## config.mk

```make
export PLATFORM = sky130hd
export DESIGN_NAME = trace_fifo
export DESIGN_NICKNAME = d
export VERILOG_FILES = /design/src/rtl/commit_trace_checker_pkg.sv /design/src/rtl/commit_trace_checker_fifo.sv
export SDC_FILE = /design/constraint.sdc
export NUM_CORES = 1
export LEC_CHECK = 0
export CAP_MARGIN = 25
export CORE_MARGIN = 3
export CORE_UTILIZATION = 45
export CTS_CLUSTER_SIZE = 12
export DETAILED_ROUTE_END_ITERATION = 6
export PLACE_DENSITY = 0.68
export SYNTH_ARGS = -nofsm -noshare
export SYNTH_HDL_FRONTEND = slang
export SYNTH_SLANG_ARGS = --single-unit
```

## constraint.sdc

```tcl
create_clock -name clk -period 12.35 [get_ports clk]
set_clock_uncertainty 0.15 [all_clocks]
set_input_delay 1.8525 -clock clk [delete_from_list [all_inputs] [get_ports clk]]
set_output_delay 1.8525 -clock clk [all_outputs]
set_load 0.005 [all_outputs]
```

## src/rtl/commit_trace_checker_pkg.sv

```systemverilog
// Shared encodings for the commit trace checker: entry kinds, error codes, FSM states, entry layout.
// Pure declarations; no latency or flow control of its own.
// Backpressure is handled by the FIFO and checker that import this package.
package trace_pkg;

    localparam logic KIND_GRF = 1'b0;
    localparam logic KIND_DM  = 1'b1;

    localparam logic [1:0] ERR_NONE     = 2'd0;
    localparam logic [1:0] ERR_MISMATCH = 2'd1;
    localparam logic [1:0] ERR_UNDERRUN = 2'd2;
    localparam logic [1:0] ERR_MISSING  = 2'd3;

    typedef enum logic [1:0] {
        ST_IDLE = 2'd0,
        ST_RUN  = 2'd1,
        ST_PASS = 2'd2,
        ST_FAIL = 2'd3
    } state_e;

    typedef struct packed {
        logic        kind;
        logic [31:0] pc;
        logic [31:0] addr;
        logic [31:0] data;
    } trace_entry_t;

endpackage

```

## src/rtl/commit_trace_checker_fifo.sv

```systemverilog
// Golden-entry FIFO: DEPTH x 97-bit, head visible combinationally, extra wrap bit on pointers.
// Latency: a pushed entry is at the head the cycle after the push edge.
// Backpressure: pushes while full and pops while empty are dropped; full comes from registered pointers.
module trace_fifo
    import trace_pkg::*;
#(
    parameter int DEPTH = 16,
    parameter int AW    = $clog2(DEPTH)
) (
    input  logic         clk,
    input  logic         rst,
    input  logic         push,
    input  logic         pop,
    input  trace_entry_t din,
    output trace_entry_t head,
    output logic         full,
    output logic         empty,
    output logic [AW:0]  count
);

    trace_entry_t mem [DEPTH];
    logic [AW:0]  wr_ptr_q, wr_ptr_d;
    logic [AW:0]  rd_ptr_q, rd_ptr_d;
    logic         do_push, do_pop;

    assign empty   = (wr_ptr_q == rd_ptr_q);
    assign full    = (wr_ptr_q[AW] != rd_ptr_q[AW]) && (wr_ptr_q[AW-1:0] == rd_ptr_q[AW-1:0]);
    assign count   = wr_ptr_q - rd_ptr_q;
    assign head    = mem[rd_ptr_q[AW-1:0]];
    assign do_push = push && !full;
    assign do_pop  = pop && !empty;

    always_comb begin
        wr_ptr_d = wr_ptr_q;
        rd_ptr_d = rd_ptr_q;
        if (do_push) wr_ptr_d = wr_ptr_q + 1'b1;
        if (do_pop)  rd_ptr_d = rd_ptr_q + 1'b1;
    end

    always_ff @(posedge clk or posedge rst) begin
        if (rst) begin
            wr_ptr_q <= '0;
            rd_ptr_q <= '0;
        end else begin
            wr_ptr_q <= wr_ptr_d;
            rd_ptr_q <= rd_ptr_d;
        end
    end

    // Storage is not reset: stale slots are unreachable once the pointers clear.
    always_ff @(posedge clk) begin
        if (do_push) mem[wr_ptr_q[AW-1:0]] <= din;
    end

endmodule

```

# [Word-level counts from Yosys, hierarchy flattened]
# Memory sizes are Yosys's and may differ from the RTL's.
# Index checks and enable logic that the tools add are counted.
# W data, S select, Z words.
[word_totals] reg_bits=10 mem_bits_rw=1552 output_inout_bits=104 n_memories=1
[memory_table] name="mem" words=16 word_bits=97 read_ports=1 rd_ports_with_merged_regs=0 wr=1 line="commit_trace_checker_fifo.sv:21" text="trace_entry_t mem [DEPTH];"
[op_classes] addsub=3 n_eq_ne=3 n_mux=2 reduce_logical=5
[op_table] cell="$add A5 B1 Y5 const B" n=2
[op_table] cell="$eq A5 B5 Y1" n=1
[op_table] cell="$sub A5 B5 Y5" n=1
[op_table] cell="$eq A4 B4 Y1" n=1
[op_table] cell="$logic_and A1 B1 Y1" n=3
[op_table] cell="$logic_not A1 Y1" n=2
[op_table] cell="$mux W1" n=2
[op_table] cell="$ne A1 B1 Y1" n=1

# [Depth between registers and ports, before layout]
[logic_depth] word_depth=6 mapped_depth=10

# [Worst setup path before layout]
# No wires, ideal clock.
[synth_path] path_kind="input -> register" startpoint="input port push" endpoint="memory mem[3][0] (netlist name) (enable)" arrival_time_ps=8802 required_time_ps=11529 setup_slack_ps=2726 stages=4 cell_sequence="o21a_1 buf_2 nand2_1 nor3_1"
[synth_via] elab_chain_cells=3
[synth_rtl] item="start: declaration" line="commit_trace_checker_fifo.sv:12" text="input logic push,"
[synth_rtl] item="$logic_and A1 B1 Y1" line="commit_trace_checker_fifo.sv:30" text="assign do_push = push && !full;"
[synth_rtl] item="$mux W1" line="commit_trace_checker_fifo.sv:52" text="if (do_push) mem[wr_ptr_q[AW-1:0]] <= din;"
[synth_rtl] item="$mux W1 (not written as such)" line="commit_trace_checker_fifo.sv:52"
[synth_rtl] item="end: declaration" line="commit_trace_checker_fifo.sv:21"
# Every way passes these cells.

==> results.md <==
* Status: finished clean
* Num ports at about 210
* First-pass GRT wire length at 207000 um
* Worst path required time at 10.35 ns
* VDD IR max at slightly above 0.0002 V
* # hold bufs at CTS at 0
* Finished Cell Area at 68400 um^2
* Share of post-route cells with drive strength above 1 at between 15 and 20%
* Port Buffers at 204
* Area grow syn2layout at 14.5%
* Min Tclk post-route at 6.95 ns
* Dpl hpwl at around 70000 um
* Period utilization at 56.2%
* 1st-iter DRT viols at roughly 3000
* CORE AREA at 132000 um^2
* Drt via density at 5.99
* Initial core utilization at between 40 and 50%
* CP max FO at 45
* Number of H-tree levels at 4
* Initial antenna violation count at 19
* Gp weighted congestion at 0.740
* Layout Utilization at 52.0%
* # Max-Cap Violations at 0
* Most common cell after layout, fill and taps aside: edfxtp_1
* Slew Viols, Final at 0
* CTS Sinks at 1562
* Largest net degree at the start of global routing at 161
* Top cells by area, synth: edfxtp_1 78%, mux4_2 11%, mux2i_1 4.9%
* Power per cell area at about 230 nW/um^2
* Worst-margin pin slew at 1.14 ns
* Most frequent cells in the layout: 1552 x edfxtp_1, 291 x mux2i_1, 291 x mux4_2, 204 x clkdlybuf4s50_1, 161 x clkbuf_16
* Die H at 370 um
* Final TNS setup at 0 ns
* Leakage at around 22 nW
* Root Driver: clkbuf_16
* Rel. slew slack at 23.7%
* Detailed Route WL at 143000 um
* First-pass detailed-route iteration total at 5
* HP Class: reg2reg
* Site Rows at 133
* Final setup viols at 0
* Pwr Total at 16.0 mW
* Register area share after synthesis at roughly four fifths
* Top-area cell type share of the netlist area at 78.0%
* Post-cts sizing count at 0
* Die area at roughly 140000 um^2
* CTS clk-pin slew, worst paths at around 0.06 ns
* Crit. End Element: output port
* Mapped Cells at 2663
* DRT antenna net count at 0
* Max Clock Freq at 144 MHz
* Critical path class: reg2out
* Postcts setup bufs at 0
* Leading area contributor after synthesis: edfxtp_1
* CTS tree: yes
* Clock buffer depth at 3
* Worst-skew pair later-pin latency at 0.77 ns
* Synth Register Bits at 1562
* Gr ovfl total at 0
* Syn nets at 2774
* GRT Total Usage at 20.8%
* Hold Vio Cnt, Final at 0
* DRC viols at 0
* RSZ-0062 raised after global routing: false
* Total Nets Final at around 3000
* Unique masters post-synth at 32
* Crit start category: register
* Total number of vias at 28677
* Avg Inst Size Synth at 22.4 um^2
* Number of global-route vias before repair at between 20000 and 30000
* CP arrival at 4.94 ns
* Warnings, synthesis at 0
* Avg WL per Cell at 29.8 um
* Mapped cell area at 59800 um^2
* TritonCTS Buffers at 158
* Dpl cell area at 63800 um^2
* Die width at ~370 um
-- sequential cells by signal, indices dropped and copies added (netlist names) --
signal    count
wr_ptr_q      5
rd_ptr_q      5
mem        1552
-- cell type report --
type / instances / area, um^2
antenna: 5 / 12.5
clock buffer: 215 / 4230
clock inverter: 42 / 345
fill: 10000 / 63200
inverter: 9 / 43.8
multi-input combinational: 939 / 12100
sequential: 1562 / 46900
tap: 1755 / 2200
timing repair buffer: 263 / 2610
-- cells in the mapped netlist --
master	instances
edfxtp_1	1552
mux2i_1	291
mux4_2	291
a22oi_1	97
a32oi_1	97
o21ai_1	97
clkbuf_1	48
buf_2	46
buf_4	25
buf_6	23
nor2_1	13
buf_1	11
dfrtp_1	10
xnor2_1	10
ha_1	9
nand2_1	8
inv_1	7
nand4_1	4
nor3_1	4
a21o_1	2
a21oi_1	2
and2_1	2
inv_2	2
nand2b_1	2
o21ai_0	2
xor2_1	2
a21boi_1	1
and4_1	1
fa_1	1
nand3_1	1
nor2b_1	1
o21a_1	1
-- logic make-up after synthesis --
logic type | share of synthesized area [%]
multiplexers | 15.8
flip-flops | 78.4
XOR/XNOR | 0.176
buffers and inverters | 1.56
adder cells (fa/ha/maj) | 0.222
AO/OA/AOI/OAI | 3.54
AND/OR/NAND/NOR | 0.283
-- final timing paths --
path                                   from          end  slack [ns]  cells after the start
worst max-delay path            rd_ptr_q[0]     head[79]        5.40                      7
worst min-delay path            wr_ptr_q[4]  wr_ptr_q[4]        0.35                      1
worst max register to register  rd_ptr_q[1]  mem[13][69]        7.07                      8
worst min register to register  wr_ptr_q[4]  wr_ptr_q[4]        0.35                      1
max in group asynchronous               rst  rd_ptr_q[0]       10.39                      2
min in group asynchronous               rst  rd_ptr_q[3]        1.28                      2
-- metal layers --
metal	GRT usage (%)	up-vias	part of all wire, %
li1	-	11892	-
met1	28.2	15481	40
met2	34.9	1090	51
met3	4.17	202	7.2
met4	4.89	12	1.6
met5	0	-	0.057
-- worst max-delay path, cell delays in order, from the launching register on --
cell and delay, ns:
dfrtp_4 0.69, nor2b_4 0.79, buf_4 0.79, buf_4 0.63, a22oi_1 0.20, a32oi_1 0.27
o21ai_1 0.13, clkdlybuf4s50_1 0.62
-- metrics by stage --
stage | worst slack [ns] | instances | hold WS [ns]
after global placement | 6.21 | 4525 | 0.333
after CTS | 5.31 | 4785 | 0.347
after floorplan | 2.73 | 2663 | 0.316
final | 5.40 | 4790 | 0.349
after detailed placement | 6.18 | 4528 | 0.338
after global routing | 5.07 | 4786 | 0.375
-- power breakdown --
| group | internal, mW | total [mW] | switching [mW] |
|---|---|---|---|
| Sequential | 6.40 | 6.61 | 0.211 |
| Combinational | 2.28 | 5.09 | 2.81 |
| Clock | 2.43 | 4.32 | 1.89 |
| Total | 11.1 | 16.0 | 4.91 |
No activity file was read; power rests on OpenSTA's default activity.
